$ cat config.mk
export PLATFORM = sky130hd
export DESIGN_NAME = game_flow_ctrl
export DESIGN_NICKNAME = d
export VERILOG_FILES = /design/src/rtl/game_flow_ctrl.sv
export SDC_FILE = /design/constraint.sdc
export NUM_CORES = 1
export LEC_CHECK = 0
export ABC_AREA = 0
export CELL_PAD_IN_SITES_DETAIL_PLACEMENT = 0
export CELL_PAD_IN_SITES_GLOBAL_PLACEMENT = 1
export CORE_MARGIN = 4
export CORE_UTILIZATION = 30
export CTS_BUF_LIST = sky130_fd_sc_hd__clkbuf_4 sky130_fd_sc_hd__clkbuf_8
export CTS_CLUSTER_DIAMETER = 200
export DETAILED_ROUTE_END_ITERATION = 16
export HOLD_SLACK_MARGIN = 0.1
export MAX_ROUTING_LAYER = met4
export PLACE_DENSITY = 0.73
export SYNTH_ARGS = -nofsm -noshare
export SYNTH_HDL_FRONTEND = slang
export SYNTH_SLANG_ARGS = --single-unit
$ cat constraint.sdc
create_clock -name clk -period 5.3 [get_ports clk]
set_input_delay 1.06 -clock clk [delete_from_list [all_inputs] [get_ports clk]]
set_output_delay 1.06 -clock clk [all_outputs]
set_load 0.01 [all_outputs]
$ cat src/rtl/game_flow_ctrl.sv
// game_flow_ctrl: top-level game sequencer.
// Drives the screen code on `state` and owns the session variables: hearts,
// key/door lock, the invulnerability window and the stage-clear timer.
// One frame counter serves two purposes. It is the invulnerability timer
// inside a stage, and the hold timer on a SUCCESSn screen.
// Optional feature: define GAME_PAUSE_EN to add btn_pause / paused.
module game_flow_ctrl #(
    parameter int HEARTS         = 3,
    parameter int SUCCESS_FRAMES = 120,
    parameter int INVULN_FRAMES  = 60
) (
    input  logic       clk,
    input  logic       rst,
    input  logic       frame_tick,
    input  logic       btn_start,
    input  logic       btn_staff,
    input  logic       key_pick,
    input  logic       at_door,
    input  logic       player_hit,
    input  logic       boss_dead,
`ifdef GAME_PAUSE_EN
    input  logic       btn_pause,
    output logic       paused,
`endif
    output logic [3:0] state,
    output logic [2:0] heart,
    output logic       key_find,
    output logic       isLocked,
    output logic       invuln
);

    localparam int CNT_MAX = (SUCCESS_FRAMES > INVULN_FRAMES) ? SUCCESS_FRAMES : INVULN_FRAMES;
    localparam int CNT_W   = $clog2(CNT_MAX + 1);

    typedef enum logic [3:0] {
        S_TITLE    = 4'd0,
        S_STAFF    = 4'd1,
        S_STAGE1   = 4'd2,
        S_SUCCESS1 = 4'd3,
        S_STAGE2   = 4'd4,
        S_SUCCESS2 = 4'd5,
        S_STAGE3   = 4'd6,
        S_SUCCESS3 = 4'd7,
        S_FAIL     = 4'd8
    } state_t;

    state_t           state_q, state_nx;
    logic [CNT_W-1:0] cnt_q, cnt_nx;
    logic [2:0]       heart_q, heart_nx;
    logic             key_q, key_nx;
    logic             inv_q, inv_nx;
    logic             pause_q, pause_nx;
    logic             pause_btn;

    logic in_stage, nx_stage, nx_success;
    logic tick, hit_ok, fatal, door_ok, cnt_last;

`ifdef GAME_PAUSE_EN
    assign pause_btn = btn_pause;
    assign paused    = pause_q;
`else
    assign pause_btn = 1'b0;
`endif

    assign in_stage   = (state_q == S_STAGE1) || (state_q == S_STAGE2) || (state_q == S_STAGE3);
    assign nx_stage   = (state_nx == S_STAGE1) || (state_nx == S_STAGE2) || (state_nx == S_STAGE3);
    assign nx_success = (state_nx == S_SUCCESS1) || (state_nx == S_SUCCESS2) || (state_nx == S_SUCCESS3);

    // While paused, gameplay events and frame ticks are masked out.
    assign tick     = frame_tick & ~pause_q;
    assign hit_ok   = in_stage & player_hit & ~inv_q & ~pause_q & (heart_q != 3'd0);
    assign fatal    = hit_ok & (heart_q == 3'd1);
    assign door_ok  = key_q & at_door & ~pause_q;
    assign cnt_last = (cnt_q <= CNT_W'(1));

    // State and session registers; asynchronous active-low reset.
    always_ff @(posedge clk or negedge rst) begin
        if (!rst) begin
            state_q <= S_TITLE;
            cnt_q   <= '0;
            heart_q <= 3'(HEARTS);
            key_q   <= 1'b0;
            inv_q   <= 1'b0;
            pause_q <= 1'b0;
        end else begin
            state_q <= state_nx;
            cnt_q   <= cnt_nx;
            heart_q <= heart_nx;
            key_q   <= key_nx;
            inv_q   <= inv_nx;
            pause_q <= pause_nx;
        end
    end

    // Next-state logic. A fatal hit takes priority over stage completion.
    always_comb begin
        state_nx = state_q;
        case (state_q)
            S_TITLE:    if (btn_start) state_nx = S_STAGE1;
                        else if (btn_staff) state_nx = S_STAFF;
            S_STAFF:    if (btn_start || btn_staff) state_nx = S_TITLE;
            S_STAGE1:   if (fatal) state_nx = S_FAIL;
                        else if (door_ok) state_nx = S_SUCCESS1;
            S_STAGE2:   if (fatal) state_nx = S_FAIL;
                        else if (door_ok) state_nx = S_SUCCESS2;
            S_STAGE3:   if (fatal) state_nx = S_FAIL;
                        else if (boss_dead && !pause_q) state_nx = S_SUCCESS3;
            S_SUCCESS1: if (tick && cnt_last) state_nx = S_STAGE2;
            S_SUCCESS2: if (tick && cnt_last) state_nx = S_STAGE3;
            S_SUCCESS3: if (tick && cnt_last) state_nx = S_TITLE;
            S_FAIL:     if (btn_start) state_nx = S_TITLE;
            default:    state_nx = S_TITLE;
        endcase
    end

    // Next values of the session registers (hearts, key, timers, pause).
    always_comb begin
        cnt_nx   = cnt_q;
        heart_nx = heart_q;
        key_nx   = key_q;
        inv_nx   = inv_q;
        pause_nx = pause_q;

        if (in_stage) begin
            if (inv_q && tick) begin
                cnt_nx = cnt_last ? '0 : cnt_q - CNT_W'(1);
                if (cnt_last) inv_nx = 1'b0;
            end
            if (key_pick && !pause_q && (state_q != S_STAGE3)) key_nx = 1'b1;
            if (hit_ok) begin
                heart_nx = heart_q - 3'd1;
                if (INVULN_FRAMES != 0) begin
                    inv_nx = 1'b1;
                    cnt_nx = CNT_W'(INVULN_FRAMES);
                end
            end
            if (pause_btn) pause_nx = ~pause_q;
        end else if (state_q == S_SUCCESS1 || state_q == S_SUCCESS2 || state_q == S_SUCCESS3) begin
            if (tick) cnt_nx = cnt_last ? '0 : cnt_q - CNT_W'(1);
        end

        if ((state_q == S_TITLE || state_q == S_FAIL) && btn_start) heart_nx = 3'(HEARTS);

        // Entry and leave clean-up is applied after the per-state updates so
        // that it overrides them on the transition edge.
        if (!nx_stage) begin
            key_nx   = 1'b0;
            inv_nx   = 1'b0;
            pause_nx = 1'b0;
        end
        if (state_nx != state_q) begin
            if (nx_success) cnt_nx = CNT_W'(SUCCESS_FRAMES);
            if (nx_stage) begin
                key_nx   = 1'b0;
                inv_nx   = 1'b0;
                pause_nx = 1'b0;
                cnt_nx   = '0;
            end
        end
    end

    assign state    = state_q;
    assign heart    = heart_q;
    assign key_find = key_q;
    assign isLocked = ~key_q;
    assign invuln   = inv_q;

endmodule

# Word level (Yosys, flattened, before mapping)
# Cells that the tools add are included.
classes:
  add_sub_neg: 2
  magnitude_cmp: 1
  n_eq_ne: 17
  n_mux: 41
  bitwise: 11
  n_reduce_logical: 22
op_table:
  columns: ["cell", "n"]
  rows:
  - ["7-bit 2-to-1 mux", 9]
  - ["4-bit 2-to-1 mux", 13]
  - ["4-bit one-hot mux with 9 select lines", 1]
  - ["4-bit by 3-bit equality test with 1-bit output, second input constant", 8]
  - ["4-bit by 2-bit equality test with 1-bit output, second input constant", 4]
  - ["1-bit 2-to-1 mux", 15]
  - ["1-bit logical OR", 10]
  - ["3-bit 2-to-1 mux", 3]
  - ["1-bit AND", 8]
  - ["7-bit by 1-bit less-or-equal comparator with 1-bit output, second input constant", 1]
  - ["7-bit by 1-bit subtractor with 7-bit output, second input constant", 1]
  - ["1-bit logical AND", 6]
  - ["4-bit by 1-bit equality test with 1-bit output, second input constant", 1]
  - ["4-bit equality test, second input constant", 1]
  - ["4-bit logical NOT", 1]
  - ["4-bit by 3-bit != test with 1-bit output, second input constant", 1]
  - ["4-bit != test", 1]
  - ["2-bit nonzero test", 2]
  - ["3-bit by 1-bit equality test with 1-bit output, second input constant", 1]
  - ["1-bit NOT", 3]
  - ["3-bit nonzero test", 1]
  - ["3-bit by 1-bit subtractor with 3-bit output, second input constant", 1]
  - ["2-bit AND reduction", 1]
  - ["1-bit logical NOT", 1]
word_totals:
  reg_bits: 17
  input_bits: 9
  word_cells: 100

# Depth between registers and ports, before layout
# Gate-level depths: netlist of run 1.
logic_depth:
  ltp_word: 16
  mapped_depth: 8
  depth_no_buf: 8

# Least setup slack after synthesis of run 1
# Ideal clock, no wire load.
synth_path:
  path_type: "input-to-reg"
  start: "input player_hit"
  end: "register cnt_q[2]"
  setup_time_ns: 0.096
  arrival_ns: 2.449
  required_ns: 5.204
  setup_slack_ns: 2.756
  path_stages: 5
  n_path_buf: 0
  cell_sequence: "or4b_4 -> or4_4 -> o211ai_2 -> nor4_4 -> nor4_2"
synth_between:
  elab_chain_len: 13
synth_lines:
  columns: ["item", "line_no", "text"]
  rows:
  - ["start, declared", "19", "input logic player_hit,"]
  - ["1-bit AND (*) (4 in a row)", "71", "assign hit_ok = in_stage & player_hit & ~inv_q & ~pause_q & (heart_q != 3'd0);"]
  - ["1-bit AND", "72", "assign fatal = hit_ok & (heart_q == 3'd1);"]
  - ["4-bit 2-to-1 mux (on tied branches)", "106, 102, 104", null]
  - ["4-bit one-hot mux with 9 select lines", "98", "case (state_q)"]
  - ["4-bit by 2-bit equality test with 1-bit output / 4-bit by 3-bit equality test with 1-bit output (equally long branches)", "67", "assign nx_success = (state_nx == S_SUCCESS1) || (state_nx == S_SUCCESS2) || (state_nx == S_SUCCESS3);"]
  - ["1-bit logical OR (2 in a row)", "67", null]
  - ["7-bit 2-to-1 mux", "152", "if (nx_success) cnt_nx = CNT_W'(SUCCESS_FRAMES);"]
  - ["7-bit 2-to-1 mux", "153", "if (nx_stage) begin"]
  - ["7-bit 2-to-1 mux (*)", "151", "if (state_nx != state_q) begin"]
  - ["net cnt_nx[2]", "48", "logic [CNT_W-1:0] cnt_q, cnt_nx;"]
  - ["end signal, assigned", "87", "cnt_q <= cnt_nx;"]
  - ["end, declared", "48", null]
# The timed path passes the listed nets; every way through them passes the cells marked *.
# A chain may end at the register's enable or synchronous reset.

# Worst setup path in the final report of run 1
layout_path:
  start: "input frame_tick"
  end: "register inv_q, in the netlist invuln"
layout_between:
  elab_chain_len: 10
layout_lines:
  columns: ["item", "line_no", "text"]
  rows:
  - ["start, declared", "14", "input logic frame_tick,"]
  - ["1-bit AND (*)", "70", "assign tick = frame_tick & ~pause_q;"]
  - ["1-bit logical AND", "108, 109, 110", null]
  - ["4-bit 2-to-1 mux (on tied branches)", "110, 108, 109", null]
  - ["4-bit one-hot mux with 9 select lines", "98", null]
  - ["4-bit by 2-bit equality test with 1-bit output / 4-bit by 3-bit equality test with 1-bit output (equally long branches)", "66", "assign nx_stage = (state_nx == S_STAGE1) || (state_nx == S_STAGE2) || (state_nx == S_STAGE3);"]
  - ["1-bit logical OR (2 in a row)", "66", null]
  - ["1-bit 2-to-1 mux", "146", "if (!nx_stage) begin"]
  - ["1-bit 2-to-1 mux", "153", null]
  - ["1-bit 2-to-1 mux (*)", "151", null]
  - ["net inv_nx", "51", "logic inv_q, inv_nx;"]
  - ["end signal, assigned", "90", "inv_q <= inv_nx;"]
  - ["end, declared", "51", null]
# Marks and branches as above.

==> summary.txt, run 1 <==
Placement
  • Global placer's final weighted congestion: 0.8698
  • Dpl hpwl: 2531 microns
  • Number of I/O port buffers: 18
  • Worst-case setup slack after placement: 1872 ps
  • Post-place instance area: 0.001483 sq mm

Clock network
  • Clock sink total: 17
  • TritonCTS clock tree: built
  • Number of buffers inserted during clock tree synthesis: 3
  • Root Buffer Master: clkbuf_8
  • Hold-fix buffers, CTS: 0
  • CTS H-tree lvls: 1
  • Setup bufs post-CTS: 0
  • Clock slew at the register clock pins of the worst setup and hold paths: 70 ps
  • Resized cells post-CTS: 0
  • Worst-skew pair later-pin latency: 250 ps
  • Maximum number of buffers from clock root to sink: 2

Global route
  • Top Usage Layer GRT: met2
  • Met1 usage in global routing: 0.1961
  • GR Layer Usage met3: 0.03444
  • Overall routing resource usage: 0.1439
  • Met2 track demand over resource in global routing: 0.2135
  • Via count of the first global-routing pass: 1225
  • Total overflow reported by the global router: 0
  • Pin count of the biggest net entering global routing: 19
  • Antenna violations before repair: 0
  • First-pass GRT wire length: 5906 microns

Finish
  • Fill cell count: 420
  • Count of inserted antenna diode cells: 0
  • Fraction of final layout cells with drive strength greater than 1: 0.1173
  • Area occupied by multi-input gates: 778.2 sq um
  • Most common cell after layout, fill and taps aside: clkdlybuf4s50_1
  • Most used cells in the layout excluding fill and tap cells: 18 x clkdlybuf4s50_1, 15 x dfrtp_1, 12 x nor2_1
  • Area taken by flip-flops and latches: 427.9 sq um
  • Post-layout net count: 177
  • Cell area after layout: 0.001529 sq mm
  • Layout overhead on the synthesized area: 20.04%

Setup path
  • Kind of cell with the highest combined delay on the critical path: simple AND/OR/NAND/NOR gates
  • Count of buffering cells on the critical path with inverters included: 1
  • Highest cell delay on the worst timing path: 590 ps
  • Cell type of the slowest stage on the worst timing path: or4b_1
  • Crit path required time: 5480 ps
  • Worst setup EP type: flop
  • Cell breakdown of the critical path: clkdlybuf4s50_1 -> nor2b_1 -> nand4_1 -> and3_1 -> or4b_1 -> a21oi_1
  • CP Max Fanout: 11
  • Startpoint type of the worst setup path: input port
  • Category of the most critical setup path: in2reg
  • Crit path arrival time: 3380 ps

Floorplanning
  • Die X: 73.16 microns
  • Initial Utilization: 0.3139
  • Core footprint: 0.004058 sq mm
  • Floorplan die area: 0.005352 sq mm
  • Number of I/O pins: 19
  • Row count: 23
  • Vert. Die Dim: 73.16 microns

Logic synthesis
  • Xor and xnor fraction of the mapped netlist area: 0.02750
  • Portion of netlist area occupied by mux cells: 0.01572
  • Dominant combinational cell family by area after synthesis: simple AND/OR/NAND/NOR gates
  • Syn nets: 159
  • Post-synthesis sequential element count: 17
  • Mapped Area: 0.001274 sq mm
  • Number of distinct library cells after synthesis: 53
  • Number of warnings reported in the yosys synthesis log: 0
  • Basic-gate share of the synthesized area counting and, or, nand and nor cells: 0.2888
  • Adder-Cell Fraction of Synth Area: 0.04912
  • Number of enable-type register cells in the synthesized netlist: 0
  • Average instance area after synthesis: 8.784 sq um
  • Share of the yosys chip area belonging to registers: 0.3360
  • Top flip-flop cell by instance count after synthesis: dfrtp_1
  • Synthesized-area fraction occupied by ao, oa, aoi and oai cells: 0.2299
  • Synthesized instance count: 145
  • Ys async rst share: 1.000

Detailed routing
  • Total wirelength of the detailed-routed design: 3372 microns
  • Initial detailed-routing violation count: 59
  • Total number of vias: 1218
  • Average via count per standard cell: 5.745
  • DRC: 0
  • Average wire per cell in the routed design: 15.91 microns
  • Final ANT Viol Nets: 0
  • DR pass1 iterations: 4

Hold path
  • Type of the worst min-delay path: reg2reg

Pwr
  • Pleak: 0.6084 nW
  • Largest voltage drop on the vdd net: 0.2721 mV
  • Total power density per cell area: 607.7 mW/mm^2

STA
  • Slew HR: 0.3949
  • Final total negative setup slack: 0 ps
  • Share of the clock period used by the worst path: 0.6035
  • Transition time at the pin with the least slew margin: 900.2 ps
  • Setup slack of the critical path after layout: 2101 ps
  • Final Skew: 1.885 ps
  • Unrepaired setup endpoints after global routing: no
  • Setup violators final: 0
  • Top achievable clock speed: 312.6 MHz
  • Final Hold Fails: 0
  • Count of final max-slew check failures: 0
  • Final hold slack: 526.1 ps
  • Final worst path period need: 3199 ps

Flow run
  • Max-cap violations: 0

Status
  • Run status: complete, no violations
path summary, 6_finish.rpt:
check | start | end | depth (start not counted) | slack (ps)
setup reg to reg | heart[0] | invuln | 8 | 2630
hold / removal | heart[1] | heart[1] | 2 | 530
max in group asynchronous | rst | state[0] | 1 | 3510
setup / recovery | frame_tick | invuln | 6 | 2100
min in group asynchronous | rst | cnt_q[0] | 1 | 1280
hold reg to reg | heart[1] | heart[1] | 2 | 530
worst min-delay path: stages, from the launching register on:
cell	delay (ps)
dfstp_2	380
nand2_1	50
o211ai_1	90
registers in the layout, indices dropped and copies added, names as in the netlist:
register,count
state,4
heart,3
invuln,1
pause_q,1
cnt_q,7
key_find,1
synthesized netlist by cell type, types with 2 or more instances:
| library cell | number | area share |
|---|---|---|
| or2_2 | 2 | 0.0098 |
| o21bai_1 | 2 | 0.012 |
| nor3_1 | 7 | 0.028 |
| or3_1 | 2 | 0.0098 |
| nor4_2 | 2 | 0.020 |
| a21oi_1 | 8 | 0.031 |
| nand2b_1 | 2 | 0.0098 |
| nand2_1 | 8 | 0.024 |
| dfrtp_1 | 15 | 0.29 |
| nand3_1 | 4 | 0.016 |
| xnor2_1 | 2 | 0.014 |
| buf_4 | 2 | 0.012 |
| ha_1 | 5 | 0.049 |
| mux2i_1 | 2 | 0.016 |
| o211ai_1 | 2 | 0.012 |
| nand4_1 | 5 | 0.025 |
| and3_1 | 2 | 0.0098 |
| clkbuf_1 | 2 | 0.0059 |
| a31oi_1 | 6 | 0.029 |
| a311oi_1 | 3 | 0.021 |
| dfstp_2 | 2 | 0.041 |
| inv_1 | 9 | 0.027 |
| xor2_1 | 2 | 0.014 |
| nor2_1 | 12 | 0.035 |
| o21ai_0 | 9 | 0.035 |
routing by layer:
metal	share of wire	wire length [microns]	vias up
met3	0.058	196	6
met4	0.015	50	0
met1	0.48	1634	591
li1	-	-	581
met5	0	0	-
met2	0.44	1491	40
layout make-up:
class	count	share of cell area
multi-input cells	114	0.5090
flip-flops and latches	17	0.2799
repair buffers	18	0.1178
well taps	50	0.04092
clock buffers	3	0.02700
inverters	9	0.02209
clock inverters	1	0.003273
cell families (layout without fill, tap and decap cells):
group,Yosys count,in the layout
AOI/OAI and AO/OA,43,43
xor gates and xnor gates,4,4
adders and majority gates,5,5
buffers and inverters,14,31
DFF,17,17
muxes,2,2
and+or+nand+nor,60,60
per-stage QoR:
step                total power, mW  utilization  cells
floorplan                    0.6548            -    145
global placement             0.8234       0.3654    208
detailed placement           0.8302       0.3654    208
CTS                          0.9341       0.3768    212
global route                  1.023       0.3768    212
finish                       0.9291       0.3768    212
power breakdown:
group / internal [mW] / switching, mW / leakage, nW
registers: 0.188 / 0.0978 / 0.215
clock network: 0.0522 / 0.0465 / 0.0255
logic: 0.248 / 0.296 / 0.368
No activity file was read; power rests on OpenSTA's default activity.
==> run 2, diff against run 1 <==
==> constraint.sdc (replaced) <==
create_clock -name clk -period 3.15 [get_ports clk]
set_input_delay 0.63 -clock clk [delete_from_list [all_inputs] [get_ports clk]]
set_output_delay 0.63 -clock clk [all_outputs]
set_load 0.01 [all_outputs]
==> summary.txt, run 2 (synthesis results as in run 1) <==
Floorplanning
  • Row count: 23 (unchanged)
  • Number of I/O pins: 19 (unchanged)
  • Initial Utilization: 0.3139 (unchanged)
  • Floorplan die area: 0.005352 sq mm (unchanged)
  • Vert. Die Dim: 73.16 microns (unchanged)
  • Core footprint: 0.004058 sq mm (unchanged)
  • Die X: 73.16 microns (unchanged)

Detailed routing
  • Total number of vias: 1209 (-0.74%)
  • Total wirelength of the detailed-routed design: 3403 microns (+0.92%)
  • Initial detailed-routing violation count: 104 (+76%)
  • DRC: 0 (unchanged)
  • DR pass1 iterations: 4 (unchanged)
  • Average wire per cell in the routed design: 15.98 microns (+0.45%)
  • Final ANT Viol Nets: 0 (unchanged)
  • Average via count per standard cell: 5.676 (-1.2%)

STA
  • Final Skew: 3.140 ps (+1.255 ps)
  • Count of final max-slew check failures: 0 (unchanged)
  • Final total negative setup slack: 0 ps (unchanged)
  • Unrepaired setup endpoints after global routing: no
  • Final worst path period need: 2645 ps
  • Slew HR: 0.4051 (+0.01019)
  • Final Hold Fails: 0 (unchanged)
  • Final hold slack: 522.6 ps (-3.453 ps)
  • Top achievable clock speed: 378.1 MHz
  • Setup violators final: 0 (unchanged)
  • Share of the clock period used by the worst path: 0.8397
  • Transition time at the pin with the least slew margin: 885.0 ps (-15.16 ps)

Setup path
  • Startpoint type of the worst setup path: flop
  • CP Max Fanout: 7 (-4)
  • Category of the most critical setup path: reg2reg
  • Crit path required time: 3340 ps (-2140 ps)
  • Reg-to-reg slack, setup: 500 ps (-2130 ps)
  • Crit path arrival time: 2840 ps (-540 ps)
  • Worst setup EP type: flop

Pwr
  • Sequential group share of total power: 0.304 (-0.004)
  • Switching Fraction: 0.4786 (+0.004267)
  • Internal Pwr Total: 0.8239 mW (+69%)
  • Pleak: 0.6132 nW (+0.79%)
  • Total power density per cell area: 1029 mW/mm^2 (+69%)
  • Proportion of power drawn by the clock network: 0.113 (+0.007)
  • Gate power share: 0.583 (-0.003)
  • Sw Pwr: 0.7564 mW (+72%)
  • Largest voltage drop on the vdd net: 0.4427 mV (+63%)

Finish
  • Most common cell after layout, fill and taps aside: clkdlybuf4s50_1
  • Layout overhead on the synthesized area: 20.63%
  • Fraction of final layout cells with drive strength greater than 1: 0.1227 (+0.005415)
  • Count of inserted antenna diode cells: 0 (unchanged)
  • Post-layout utilization of the core: 0.3787 (+0.001850)
  • Post-layout net count: 178 (+0.56%)
  • Area taken by flip-flops and latches: 427.9 sq um (unchanged)
  • Fill cell count: 416 (-0.95%)
  • Number of flip-flops under the largest register name: 7 (unchanged)
  • Area occupied by multi-input gates: 778.2 sq um (unchanged)
  • Most used cells in the layout excluding fill and tap cells: 18 x clkdlybuf4s50_1, 15 x dfrtp_1, 12 x nor2_1
  • Largest register by flop count: cnt_q
  • Cell area after layout: 0.001536 sq mm (+0.49%)

Placement
  • Dpl hpwl: 2500 microns (-1.2%)
  • Number of I/O port buffers: 18 (unchanged)
  • Global placer's final weighted congestion: 0.9361 (+7.6%)
  • Post-place instance area: 0.001490 sq mm (+0.51%)

Global route
  • Pin count of the biggest net entering global routing: 19 (unchanged)
  • Overall routing resource usage: 0.1440 (about the same)
  • Antenna violations before repair: 0 (unchanged)
  • Total overflow reported by the global router: 0 (unchanged)
  • First-pass GRT wire length: 5885 microns (-0.36%)
  • Via count of the first global-routing pass: 1213 (-0.98%)

Clock network
  • Clock sink total: 17 (unchanged)
  • Hold-fix buffers, CTS: 0 (unchanged)
  • Worst-skew pair later-pin latency: 260 ps (about the same)
  • Resized cells post-CTS: 0 (unchanged)
  • TritonCTS clock tree: built
  • Number of buffers inserted during clock tree synthesis: 3 (unchanged)
  • Clock slew at the register clock pins of the worst setup and hold paths: 80 ps (about the same)
  • CTS H-tree lvls: 1 (unchanged)
  • Setup bufs post-CTS: 0 (unchanged)
  • Maximum number of buffers from clock root to sink: 2 (unchanged)
  • Root Buffer Master: clkbuf_8

Status
  • Run status: complete, no violations

Flow run
  • Max-cap violations: 0 (unchanged)

Hold path
  • Type of the worst min-delay path: reg2reg
==> run 2: cell count changes in the layout (fill, tap and decap cells not counted), sizes merged <==
| cell | change |
|---|---|
| buf | +1 |
==> run 2: worst paths after layout <==
kind / to / cells after the start / start
setup / recovery: invuln / 8 / heart[0]
hold / removal: heart[1] / 2 / heart[1]
setup reg to reg: invuln / 8 / heart[0]
hold reg to reg: heart[1] / 2 / heart[1]
max in group asynchronous: cnt_q[1] / 1 / rst
min in group asynchronous: cnt_q[0] / 1 / rst
==> run 2: cell type report <==
| class | count | share of cell area |
|---|---|---|
| multi-input cells | 114 | 0.5065 |
| well taps | 50 | 0.04072 |
| clock buffers | 3 | 0.02687 |
| clock inverters | 1 | 0.003257 |
| flip-flops and latches | 17 | 0.2785 |
| inverters | 9 | 0.02199 |
| repair buffers | 19 | 0.1222 |
==> run 2: routing by layer <==
| layer | track usage | share of wire |
|---|---|---|
| met1 | 0.2039 | 0.50 |
| met4 | 0.02459 | 0.011 |
| met2 | 0.2075 | 0.45 |
| met3 | 0.03857 | 0.039 |
| met5 | - | 0 |
==> run 2: power by group through the flow <==
stage | Combinational (mW) | Sequential, mW | Clock, mW
finish | 0.921 | 0.481 | 0.179
global placement | 0.904 | 0.475 | 0
CTS | 0.922 | 0.477 | 0.182
detailed placement | 0.916 | 0.480 | 0
floorplan | 0.670 | 0.432 | 0
global route | 1.02 | 0.505 | 0.189
==> run 2: through the flow <==
step	setup slack, ps	total power [mW]	std cells
CTS	506.5	1.582	213
detailed placement	445.7	1.395	209
global route	337.8	1.716	213
floorplan	650.3	1.102	145
global placement	495.4	1.379	209
finish	504.9	1.580	213
==> run 2: critical path, stage by stage (launching register included) <==
cell and delay, ps:
dfstp_2 580, inv_1 50, ha_1 190, ha_1 190
or4b_4 520, nor2_2 200, nor4_2 140, or4b_1 560
a21oi_1 150
==> run 3, diff against run 2 <==
==> constraint.sdc (replaced) <==
create_clock -name clk -period 2.5 [get_ports clk]
set_input_delay 0.5 -clock clk [delete_from_list [all_inputs] [get_ports clk]]
set_output_delay 0.5 -clock clk [all_outputs]
set_load 0.01 [all_outputs]
==> summary.txt, run 3 (synthesis results as in run 1) <==
Floorplanning
  • Die X: 73.16 microns (unchanged)
  • Initial Utilization: 0.3139 (unchanged)
  • Floorplan die area: 0.005352 sq mm (unchanged)
  • Core footprint: 0.004058 sq mm (unchanged)
  • Number of I/O pins: 19 (unchanged)
  • Row count: 23 (unchanged)
  • Vert. Die Dim: 73.16 microns (unchanged)

Detailed routing
  • DR pass1 iterations: 4 (unchanged)
  • Average via count per standard cell: 5.578 (-1.7%)
  • DRC: 0 (unchanged)
  • Total number of vias: 1244 (+2.9%)
  • Initial detailed-routing violation count: 72 (-31%)
  • Total wirelength of the detailed-routed design: 3578 microns (+5.1%)
  • Average wire per cell in the routed design: 16.04 microns (+0.43%)
  • Final ANT Viol Nets: 0 (unchanged)

Global route
  • Overall routing resource usage: 0.1493 (+0.005289)
  • Top Usage Layer GRT: met2
  • GR Layer Usage met3: 0.03857 (unchanged)
  • Total overflow reported by the global router: 0 (unchanged)
  • Met2 track demand over resource in global routing: 0.2294 (+0.02185)
  • Via count of the first global-routing pass: 1259 (+3.8%)
  • Met1 usage in global routing: 0.1971 (-0.006768)
  • First-pass GRT wire length: 6085 microns (+3.4%)
  • Antenna violations before repair: 0 (unchanged)
  • Pin count of the biggest net entering global routing: 19 (unchanged)

Setup path
  • Cell breakdown of the critical path: inv_2 -> ha_4 -> ha_4 -> or4b_4 -> nor2_4 -> nor4_4 -> nor4_4 -> a31oi_1
  • Crit path arrival time: 2610 ps (-230 ps)
  • Reg2reg end: cnt_q[5]
  • Worst setup EP type: flop
  • Cell type of the slowest stage on the worst timing path: or4b_4
  • Count of cells along the worst register-to-register path: 8 (unchanged)
  • Startpoint type of the worst setup path: flop
  • FF-to-FF Start: heart[1]
  • Highest cell delay on the worst timing path: 570 ps (about the same)
  • Count of buffering cells on the critical path with inverters included: 1 (unchanged)
  • Crit path required time: 2610 ps (-730 ps)
  • Kind of cell with the highest combined delay on the critical path: simple AND/OR/NAND/NOR gates
  • Reg-to-reg slack, setup: 4 ps (-500 ps)
  • CP Max Fanout: 7 (unchanged)
  • Category of the most critical setup path: reg2reg

Finish
  • Most common cell after layout, fill and taps aside: clkdlybuf4s50_1
  • Largest register by flop count: cnt_q
  • Most used cells in the layout excluding fill and tap cells: 18 x clkdlybuf4s50_1, 15 x dfrtp_1, 11 x nor2_1, 11 x buf_4
  • Layout overhead on the synthesized area: 31.93%
  • Number of flip-flops under the largest register name: 7 (unchanged)
  • Count of inserted antenna diode cells: 0 (unchanged)
  • Fraction of final layout cells with drive strength greater than 1: 0.2197 (+0.09695)
  • Fill cell count: 397 (-4.6%)
  • Post-layout net count: 188 (+5.6%)

STA
  • Top achievable clock speed: 400.6 MHz (+6.0%)
  • Setup violators final: 0 (unchanged)
  • Final Hold Fails: 0 (unchanged)
  • Unrepaired setup endpoints after global routing: yes
  • Transition time at the pin with the least slew margin: 819.1 ps (-65.94 ps)
  • Share of the clock period used by the worst path: 0.9985 (+0.1588)
  • Count of final max-slew check failures: 0 (unchanged)
  • Final Skew: 1.276 ps (-1.864 ps)
  • Final worst path period need: 2496 ps (-148.9 ps)
  • Slew HR: 0.4489 (+0.04384)
  • Final hold slack: 520.0 ps (-2.614 ps)

Hold path
  • Hold-critical path depth: 2 (unchanged)
  • Hold worst-path end: heart[1]
  • Type of the worst min-delay path: reg2reg
  • Hold Startpoint: heart[1]

Pwr
  • Internal Pwr Total: 1.169 mW (+42%)
  • Total power density per cell area: 1305 mW/mm^2 (+27%)
  • Total Power: 2.193 mW (+39%)
  • Largest voltage drop on the vdd net: 0.5820 mV (+31%)
  • Sw Pwr: 1.023 mW (+35%)
  • Pleak: 0.6649 nW (+8.4%)
  • Sequential group share of total power: 0.271 (-0.033)
  • Gate power share: 0.626 (+0.043)
  • Proportion of power drawn by the clock network: 0.103 (-0.010)
  • Switching Fraction: 0.4668 (-0.01186)

Clock network
  • Worst-skew pair later-pin latency: 250 ps (about the same)
  • TritonCTS clock tree: built
  • Root Buffer Master: clkbuf_8
  • Maximum number of buffers from clock root to sink: 2 (unchanged)
  • Hold-fix buffers, CTS: 0 (unchanged)
  • Clock slew at the register clock pins of the worst setup and hold paths: 70 ps (about the same)
  • Clock sink total: 17 (unchanged)
  • Number of buffers inserted during clock tree synthesis: 3 (unchanged)
  • CTS H-tree lvls: 1 (unchanged)

Placement
  • Global placer's final weighted congestion: 0.8530 (-8.9%)
  • Number of I/O port buffers: 18 (unchanged)
  • Dpl hpwl: 2629 microns (+5.2%)

Flow run
  • Max-cap violations: 0 (unchanged)

Status
  • Run status: complete, no violations
run 3: cell count changes in the layout (fill, tap and decap cells not counted), moves of 2 or more:
cell     before  now
buf_4         1   11
a21oi_1       8    6
a21oi_2       0    2
ha_1          5    3
ha_4          0    2
run 3: how the worst max path moves through the flow:
stage / slack (ps) / endpoint / startpoint / cells past startpoint
finish: 4 / cnt_q[5] / heart[1] / 8
global route: -120 / cnt_q[1] / heart[1] / 8
CTS: 7 / cnt_q[5] / heart[1] / 8
detailed placement: -50 / cnt_q[2] / heart[1] / 8
global placement: -2 / cnt_q[0] / player_hit / 6
floorplan: 0.3 / cnt_q[2] / heart[0] / 8
run 3: worst register-to-register path, delay by kind of cell (launching register included):
kind,cells,cell delay (ps)
and+or+nand+nor,4,1330
adders and majority gates,2,310
DFF,1,550
AOI/OAI and AO/OA,1,100
buffers and inverters,1,50
run 3: area by class of cell:
type	instances	area, sq um	share of cell area
clock buffer	4	48.80	0.02904
sequential	17	427.9	0.2547
tap	50	62.56	0.03723
inverter	9	33.78	0.02010
multi-input combinational	114	844.6	0.5026
timing repair buffer	29	262.8	0.1564
run 3: what timing repair did:
action / CTS / global route
gates resized for setup: 5 / 9
setup buffers: 1 / 3
cloned: 0 / 0
endpoints found under the hold margin: 0 / 0
pin swaps: 5 / 5
endpoints found under the setup margin: 8 / 9
run 3: layer usage:
metal  wire length, microns  vias to the layer above
met4                     40                        0
met5                      0                        -
li1                       -                      602
met3                    150                        4
met2                   1657                       35
met1                   1729                      603
run 3: power groups by stage:
| stage | sequential, mW | combinational, mW | clock (mW) |
|---|---|---|---|
| final | 0.594 | 1.37 | 0.225 |
| after global routing | 0.624 | 1.51 | 0.254 |
| after CTS | 0.592 | 1.29 | 0.234 |
| after detailed placement | 0.595 | 1.23 | 0 |
| after global placement | 0.585 | 1.21 | 0 |
| after floorplan | 0.544 | 0.844 | 0 |
run 3: metrics by stage:
stage	setup WS (ps)	TNS, ps	area [sq um]	std cells	utilization
final	3.778	0	1680	223	0.4141
after global routing	-118.1	-708.8	1680	223	0.4141
after CTS	7.149	0	1622	221	0.3996
after detailed placement	-49.83	-133.3	1550	217	0.3821
after global placement	-2.068	-3.255	1550	217	0.3821
after floorplan	0.2947	0	1274	145	-
